**src/rtl/mem_slave_pkg.sv**
```systemverilog
// Shared types and helpers for the HLS slave-memory initiator.
// Defines the FSM state type, the legal access sizes, and the mask/alignment helpers.
package mem_slave_pkg;

    typedef enum logic [1:0] {
        StIdle,
        StWait,
        StResp
    } state_e;

    localparam int unsigned SIZE_8  = 8;
    localparam int unsigned SIZE_16 = 16;
    localparam int unsigned SIZE_32 = 32;
    localparam int unsigned SIZE_64 = 64;
    localparam int unsigned MASK_W  = 64;

    function automatic logic is_legal_size(input int unsigned size);
        return (size == SIZE_8) || (size == SIZE_16) || (size == SIZE_32) || (size == SIZE_64);
    endfunction

    // Bit-wise compare instead of (1<<size)-1 so size 64 cannot overflow the shift.
    function automatic logic [MASK_W-1:0] size_mask(input int unsigned size);
        logic [MASK_W-1:0] m;
        for (int unsigned i = 0; i < MASK_W; i++) begin
            m[i] = (i < size);
        end
        return m;
    endfunction

    function automatic logic is_aligned(input logic [31:0] addr, input int unsigned size);
        logic ok;
        case (size)
            SIZE_8:  ok = 1'b1;
            SIZE_16: ok = (addr[0] == 1'b0);
            SIZE_32: ok = (addr[1:0] == 2'b00);
            SIZE_64: ok = (addr[2:0] == 3'b000);
            default: ok = 1'b0;
        endcase
        return ok;
    endfunction

endpackage

```
**src/rtl/mem_slave_timeout.sv**
```systemverilog
// Loadable down-counter for the WAIT-state timeout.
// o_expire flags the CYCLES-th enabled cycle after a load.
module mem_slave_timeout #(
    parameter int unsigned CYCLES = 256
) (
    input  logic i_clk,
    input  logic i_rst,
    input  logic i_load,
    input  logic i_en,
    output logic o_expire
);

    localparam int unsigned CNT_W = $clog2(CYCLES + 1);

    logic [CNT_W-1:0] r_cnt;

    always_ff @(posedge i_clk) begin
        if (i_rst) begin
            r_cnt <= '0;
        end else if (i_load) begin
            r_cnt <= CNT_W'(CYCLES);
        end else if (i_en && (r_cnt != '0)) begin
            r_cnt <= r_cnt - CNT_W'(1);
        end
    end

    assign o_expire = i_en && (r_cnt == CNT_W'(1));

endmodule

```
**src/rtl/mem_slave_initiator.sv**
```systemverilog
// Command/response front end for the 2-channel HLS slave memory port, one transaction in flight.
// Optional statistics counters are enabled with the SLAVE_INIT_STATS_EN macro.
module mem_slave_initiator
    import mem_slave_pkg::*;
#(
    parameter int unsigned ADDR_W         = 10,
    parameter int unsigned DATA_W         = 64,
    parameter int unsigned SIZE_W         = 7,
    parameter int unsigned TIMEOUT_CYCLES = 256
) (
    input  logic                clock,
    input  logic                reset,
    input  logic                cmd_valid,
    output logic                cmd_ready,
    input  logic                cmd_write,
    input  logic                cmd_chan,
    input  logic [ADDR_W-1:0]   cmd_addr,
    input  logic [SIZE_W-1:0]   cmd_size,
    input  logic [DATA_W-1:0]   cmd_wdata,
    output logic                rsp_valid,
    input  logic                rsp_ready,
    output logic [DATA_W-1:0]   rsp_rdata,
    output logic                rsp_err,
    output logic [1:0]          S_oe_ram,
    output logic [1:0]          S_we_ram,
    output logic [2*ADDR_W-1:0] S_addr_ram,
    output logic [2*DATA_W-1:0] S_Wdata_ram,
    output logic [2*SIZE_W-1:0] S_data_ram_size,
    input  logic [2*DATA_W-1:0] Sout_Rdata_ram,
    input  logic [1:0]          Sout_DataRdy,
    output logic [15:0]         stat_rd_count,
    output logic [15:0]         stat_wr_count,
    output logic [15:0]         stat_to_count
);

    state_e              r_state, w_state_next;
    logic                r_chan, r_write, r_err, w_err_next;
    logic [ADDR_W-1:0]   r_addr;
    logic [SIZE_W-1:0]   r_size;
    logic [DATA_W-1:0]   r_wdata, r_rdata, w_rdata_next;
    logic [DATA_W-1:0]   w_cmd_mask, w_rsp_mask, w_chan_rdata;
    logic                w_accept, w_legal, w_load, w_in_wait, w_done, w_expire, w_timeout;

    assign w_accept     = cmd_valid && (r_state == StIdle);
    assign w_legal      = is_legal_size(32'(cmd_size)) && is_aligned(32'(cmd_addr), 32'(cmd_size));
    assign w_load       = w_accept && w_legal;
    assign w_in_wait    = (r_state == StWait);
    assign w_done       = w_in_wait && Sout_DataRdy[r_chan];
    // Completion beats expiry when both land on the same cycle.
    assign w_timeout    = w_in_wait && !Sout_DataRdy[r_chan] && w_expire;
    assign w_cmd_mask   = DATA_W'(size_mask(32'(cmd_size)));
    assign w_rsp_mask   = DATA_W'(size_mask(32'(r_size)));
    assign w_chan_rdata = r_chan ? Sout_Rdata_ram[DATA_W +: DATA_W] : Sout_Rdata_ram[0 +: DATA_W];

    mem_slave_timeout #(
        .CYCLES (TIMEOUT_CYCLES)
    ) u_timeout (
        .i_clk    (clock),
        .i_rst    (reset),
        .i_load   (w_load),
        .i_en     (w_in_wait),
        .o_expire (w_expire)
    );

    always_comb begin
        w_state_next = r_state;
        w_rdata_next = r_rdata;
        w_err_next   = r_err;
        unique case (r_state)
            StIdle: begin
                if (w_accept) begin
                    w_rdata_next = '0;
                    w_err_next   = !w_legal;
                    w_state_next = w_legal ? StWait : StResp;
                end
            end
            StWait: begin
                if (w_done) begin
                    w_rdata_next = r_write ? '0 : (w_chan_rdata & w_rsp_mask);
                    w_err_next   = 1'b0;
                    w_state_next = StResp;
                end else if (w_timeout) begin
                    w_rdata_next = '0;
                    w_err_next   = 1'b1;
                    w_state_next = StResp;
                end
            end
            StResp: begin
                if (rsp_ready) begin
                    w_state_next = StIdle;
                end
            end
            default: w_state_next = StIdle;
        endcase
    end

    always_ff @(posedge clock) begin
        if (reset) begin
            r_state <= StIdle;
            r_chan  <= 1'b0;
            r_write <= 1'b0;
            r_addr  <= '0;
            r_size  <= '0;
            r_wdata <= '0;
            r_rdata <= '0;
            r_err   <= 1'b0;
        end else begin
            r_state <= w_state_next;
            r_rdata <= w_rdata_next;
            r_err   <= w_err_next;
            if (w_load) begin
                r_chan  <= cmd_chan;
                r_write <= cmd_write;
                r_addr  <= cmd_addr;
                r_size  <= cmd_size;
                r_wdata <= cmd_wdata & w_cmd_mask;
            end
        end
    end

    always_comb begin
        S_oe_ram        = '0;
        S_we_ram        = '0;
        S_addr_ram      = '0;
        S_Wdata_ram     = '0;
        S_data_ram_size = '0;
        if (w_in_wait) begin
            if (r_chan) begin
                S_oe_ram[1]                      = !r_write;
                S_we_ram[1]                      = r_write;
                S_addr_ram[ADDR_W +: ADDR_W]     = r_addr;
                S_Wdata_ram[DATA_W +: DATA_W]    = r_wdata;
                S_data_ram_size[SIZE_W +: SIZE_W] = r_size;
            end else begin
                S_oe_ram[0]                 = !r_write;
                S_we_ram[0]                 = r_write;
                S_addr_ram[0 +: ADDR_W]     = r_addr;
                S_Wdata_ram[0 +: DATA_W]    = r_wdata;
                S_data_ram_size[0 +: SIZE_W] = r_size;
            end
        end
    end

    assign cmd_ready = (r_state == StIdle);
    assign rsp_valid = (r_state == StResp);
    assign rsp_err   = rsp_valid && r_err;
    assign rsp_rdata = rsp_valid ? r_rdata : '0;

`ifdef SLAVE_INIT_STATS_EN
    logic [15:0] r_rd_cnt, r_wr_cnt, r_to_cnt;

    always_ff @(posedge clock) begin
        if (reset) begin
            r_rd_cnt <= '0;
            r_wr_cnt <= '0;
            r_to_cnt <= '0;
        end else begin
            if (w_done && !r_write && (r_rd_cnt != 16'hFFFF)) r_rd_cnt <= r_rd_cnt + 16'd1;
            if (w_done && r_write && (r_wr_cnt != 16'hFFFF))  r_wr_cnt <= r_wr_cnt + 16'd1;
            if (w_timeout && (r_to_cnt != 16'hFFFF))          r_to_cnt <= r_to_cnt + 16'd1;
        end
    end

    assign stat_rd_count = r_rd_cnt;
    assign stat_wr_count = r_wr_cnt;
    assign stat_to_count = r_to_cnt;
`else
    assign stat_rd_count = '0;
    assign stat_wr_count = '0;
    assign stat_to_count = '0;
`endif

endmodule

```
**config.mk**
```make
export PLATFORM = sky130hd
export DESIGN_NAME = mem_slave_initiator
export DESIGN_NICKNAME = d
export VERILOG_FILES = /design/src/rtl/mem_slave_pkg.sv /design/src/rtl/mem_slave_timeout.sv /design/src/rtl/mem_slave_initiator.sv
export SDC_FILE = /design/constraint.sdc
export NUM_CORES = 1
export LEC_CHECK = 0
export CORE_AREA = 8 8 186 188
export CTS_CLUSTER_DIAMETER = 200
export DETAILED_ROUTE_END_ITERATION = 10
export DIE_AREA = 0 0 194 196
export MAX_ROUTING_LAYER = met4
export PLACE_DENSITY_LB_ADDON = 0.25
export REMOVE_ABC_BUFFERS = 1
export SYNTH_ARGS = -nofsm -noshare
export SYNTH_HDL_FRONTEND = slang
export SYNTH_SLANG_ARGS = --single-unit
export TNS_END_PERCENT = 30
```
**constraint.sdc**
```tcl
create_clock -name clock -period 2.5 [get_ports clock]
set_input_delay 0.25 -clock clock [delete_from_list [all_inputs] [get_ports clock]]
set_output_delay 0.25 -clock clock [all_outputs]
set_load 0.05 [all_outputs]
```
== After elaboration in Yosys (flattened, before gate mapping) ==
Cells that the tools add are included.

* Register bits after elaboration: 159
* Bits of input ports: 217
* Output and inout port bits: 281
* Logic and storage cells: 214

* $add $sub $neg: 1
* Magnitude comparators: 129
* Equal/unequal tests: 10
* Multiplexer cells: 37
* Bitwise gates (word level): 3
* Reduce and logical (&&, ||, !) cells: 24

{| class="wikitable"
|+ Operator list
! cell !! count
|-
| $mux 64 || 8
|-
| $lt 6x7->1 const A || 64
|-
| $lt 5x7->1 const A || 32
|-
| $and 64x64->64 || 2
|-
| $mux 128 || 1
|-
| $pmux 64 s2 || 1
|-
| $lt 4x7->1 const A || 16
|-
| $lt 3x7->1 const A || 8
|-
| $lt 1x7->1 const A || 4
|-
| $lt 2x7->1 const A || 4
|-
| $mux 10 || 2
|-
| $mux 20 || 1
|-
| $mux 9 || 2
|-
| $mux 14 || 1
|-
| $mux 2 || 7
|-
| $mux 7 || 2
|-
| $eq 9x1->1 const B || 1
|-
| $logic_and 1x1->1 || 9
|-
| $mux 1 || 9
|-
| $reduce_bool 9->1 || 1
|-
| $sub 9x1->9 const B || 1
|-
| $eq 7x4->1 const B || 1
|-
| $eq 7x5->1 const B || 1
|-
| $eq 7x6->1 const B || 1
|-
| other kinds (17) || 25
|}

== Logic depth before layout (Yosys ltp) ==
* Depth after elaboration: 8
* Depth in mapped cells: 8
* Gate-level depth less buffers: 6

== By module ==
From an unflattened synthesis, not the netlist that was laid out.

* Cells, all modules: 1,219
* Area, all modules: 9,859.5 µm²

{| class="wikitable"
|+ By module, submodules not included
! module !! times used !! cells an instance !! area an instance (µm²)
|-
| mem_slave_initiator || 1 || 1,157 || 9,340.2
|-
| mem_slave_timeout || 1 || 62 || 519.2
|}

== Least setup slack after synthesis ==
Ideal clock, no wire load.

* Kind: register -> output
* Start: register r_chan
* End: output S_oe_ram[1]
* Arrival time: 2,459 ps
* Data required time: 2,250 ps
* Slack: -209 ps
* Cell stages (with the launch flop): 6
* Cells stage by stage: dfxtp_1 buf_2 buf_1 clkbuf_1 clkbuf_1 nor3b_1

* Longest elaborated chain between the ends: 2

{| class="wikitable"
|+ Ends and longest elaborated chain
! element !! line !! source
|-
| from (decl) || mem_slave_initiator.sv:37 || <nowiki>logic r_chan, r_write, r_err, w_err_next;</nowiki>
|-
| from (signal assigned) || mem_slave_initiator.sv:112 || <nowiki>r_chan <= cmd_chan;</nowiki>
|-
| $mux 1 || mem_slave_initiator.sv:128 || <nowiki>if (r_chan) begin</nowiki>
|-
| $mux 2 || mem_slave_initiator.sv:127 || <nowiki>if (w_in_wait) begin</nowiki>
|-
| to (decl) || mem_slave_initiator.sv:24 || <nowiki>output logic [1:0] S_oe_ram,</nowiki>
|}

Every way passes these cells.

== Worst setup path after layout ==
* Start: register r_state[0]
* End: output S_Wdata_ram[16]

* Longest elaborated chain between the ends: 2

{| class="wikitable"
|+ Ends and longest elaborated chain
! element !! line !! source
|-
| from (decl) || mem_slave_initiator.sv:36 || <nowiki>state_e r_state, w_state_next;</nowiki>
|-
| from (signal assigned) || mem_slave_initiator.sv:99 || <nowiki>r_state <= StIdle;</nowiki>
|-
| from (signal assigned) || mem_slave_initiator.sv:108 || <nowiki>r_state <= w_state_next;</nowiki>
|-
| $eq 2x1->1 || mem_slave_initiator.sv:47 || <nowiki>assign w_in_wait = (r_state == StWait);</nowiki>
|-
| $mux 128 || mem_slave_initiator.sv:127 ||
|-
| to (decl) || mem_slave_initiator.sv:27 || <nowiki>output logic [2*DATA_W-1:0] S_Wdata_ram,</nowiki>
|}

Every way passes these cells.

==> impl_metrics.ini <==
[status]
run_status = complete, no violations

[yosys]
synth_edf_count = 0
ys.flop_type = dfxtp_1
async_reset_ff_share_pct = 0
synthCells = 1209
ys_seq_elements = 159
synth.yosys.seq_area_share_pct = 33.3
netlist_area_mm2 = 0.00955
synth_cell_types = 62
syn_avg_cell_area_um2 = 7.90
yosysWarnings = 0

[timing]
maxSlewHeadroom_pct = 16.9
fin_crit_ps = 2340
whs_ps = 175
max_freq_ghz = 0.428
setup-tns-final_ps = 0
hold_viol_final = 0
worstMarginPinSlew_ps = 1240
skew_ps = 14.4
slew_viol_final = 0
finalSetupViolations = 0
rsz0062_at_grt = no
min_period_over_period_pct = 93.5

[cts]
cts.sinks = 159
clk_latency_ps = 430
cts_setup_buffers = 0
cts_tree = yes
cts.clk_slew.worst_paths_ps = 70
clockBufferDepth = 2
cts_buffers = 17
root_buffer = clkbuf_16
htree_levels = 4

[setup_path]
cp.arrival_ps = 2090
slowest_stage = dfxtp_1
cp_max_fo = 48
r2r_start = u_timeout.r_cnt[5]$_SDFFE_PP0P_
cp.required_ps = 2250
startpoint_type = flip-flop
worstSetupStartpoint = r_state[0]$_SDFFE_PP0P_
timing.critical_path.to_type = output pin
worstSetupPathType = flip-flop to output pin
path_cells = buf_4, nand2b_2, nor2_2, buf_6, and2_1, buf_12
critPathMaxStageDelay_ps = 330

[finish]
fin_nets = 1832
stdcell_area_mm2 = 0.0167
seqCellArea_mm2 = 0.00319
final_cell_mix = 216 x clkdlybuf4s50_1, 179 x buf_12, 158 x dfxtp_1
final_common_cell = clkdlybuf4s50_1
multi_input_area_mm2 = 0.00559
drive_gt1_share_pct = 22.1
fill_cells = 2957
syn_to_final_growth_pct = 74.7

[job]
max_cap_violations = 0

[pwr]
switching_power_uw = 1690
power.density_mw_per_mm2 = 377
clkPwrFrac_pct = 45.8
pwr-share-seq_pct = 40.4
peakVddDrop_mv = 0.434
combPwrFrac_pct = 13.8
sw_frac_of_total_pct = 26.8
intPower_uw = 4610
p_leak_uw = 0.00639

[route]
routed_via_density = 5.25
wl_per_cell_um = 22.1
dr.first_iter.drc_count = 611
ant_nets = 0
firstDrtPassIters = 7
drc_errors = 0
wl_mm = 45.1
num_vias = 10700

[placed_design]
placed_area_mm2 = 0.0160
gp_congestion = 0.849
place.detailed.hpwl_mm = 34.1
io_buffers = 449

[floorplan]
rows = 66
floorplan.initialDensity_pct = 30.0
die-height_um = 196
die_area_mm2 = 0.0380
core-area_mm2 = 0.0319
die_x_um = 194
pin_count = 498

[min_path]
hold_class = input port to flip-flop
worstHoldStart = reset

[global_route]
grt_pass1_wl_mm = 66.4
grt_usage_pct = 22.9
grt_pass1_vias = 10600
grt_start_max_net_pins = 117
grt_overflow = 0
antenna_found_initial = 5
final timing paths:
path / to / slack (ps) / cells after the start
setup / recovery: S_Wdata_ram[16] / 160 / 6
hold / removal: r_wdata[26]$_SDFFE_PP0P_ / 180 / 2
setup reg to reg: u_timeout.r_cnt[1]$_SDFFE_PP0P_ / 370 / 4
hold reg to reg: r_rdata[0]$_SDFFE_PP0P_ / 470 / 2
critical path, delay by kind of cell (launching register included):
| family | cells | cell delay (ps) |
|---|---|---|
| buffers and inverters | 3 | 650 |
| and+or+nand+nor | 3 | 640 |
| DFF | 1 | 330 |
kinds of logic (layout without fill, tap and decap cells):
kind of cell	Yosys count	after routing	share of synthesized area [%]
and+or+nand+nor	389	389	23.2
muxes	65	65	6.93
AOI/OAI and AO/OA	378	378	25.4
buffers and inverters	212	582	10.5
other	1	53	0.0393
adders and majority gates	2	2	0.262
xor gates and xnor gates	3	3	0.275
DFF	159	159	33.3
final cells by class:
type	count	area share [%]
antenna	5	0.0750
clock buffer	18	2.70
clock inverter	14	1.12
inverter	44	0.990
multi-input combinational	885	33.5
sequential	159	19.1
tap	408	3.06
timing repair buffer	506	39.4
state kept, by name (all words and copies together) (netlist names):
signal / flops
r_rdata: 64
r_wdata: 64
r_addr: 10
u_timeout.r_cnt: 9
r_size: 7
r_state: 2
r_chan: 1
r_err: 1
r_write: 1
stage by stage:
step	utilization (%)	power (uW)	instances	setup WS, ps
2_1_floorplan	-	2930	1088	-3700
3_3_place_gp	50.3	3460	2002	228
3_5_place_dp	50.3	3460	2002	145
4_1_cts	52.3	6360	2034	11.8
5_1_grt	52.4	6510	2039	27.4
6_report	52.4	6300	2039	163
metal layers:
layer / GRT usage [%] / routed length (um) / vias to the layer above
met3: 4.88 / 2890 / 36
met4: 6.82 / 870 / 0
met5: - / 0 / -
met1: 27.4 / 18500 / 5183
met2: 38.5 / 22900 / 418
li1: - / - / 5075
synth_stat cells, types with 15 or more instances:
master | instances | area share (%)
nor3_1 | 47 | 2.5
and2_1 | 116 | 7.6
inv_1 | 42 | 1.7
buf_4 | 48 | 3.8
dfxtp_1 | 159 | 33
a21oi_1 | 104 | 5.5
and3_1 | 89 | 5.8
clkbuf_1 | 97 | 3.8
nand2_1 | 68 | 2.7
a211o_1 | 22 | 2.0
nand3_1 | 15 | 0.79
o21ai_0 | 121 | 6.3
mux2i_1 | 56 | 5.9
o32ai_1 | 32 | 2.9
a32o_1 | 17 | 1.8
power by group through the flow:
stage	clock [uW]	sequential (uW)	combinational (uW)
CTS	2950	2540	867
detailed placement	0	2600	861
floorplan	0	2600	326
global placement	0	2600	856
finish	2880	2540	870
global route	3050	2540	920
what timing repair did:
item,in CTS,in global routing
setup endpoints to repair,0,49
gates resized for setup,0,2
endpoints found under the hold margin,0,0
hold buffers,0,0
Power figures use the tool's default switching activity.
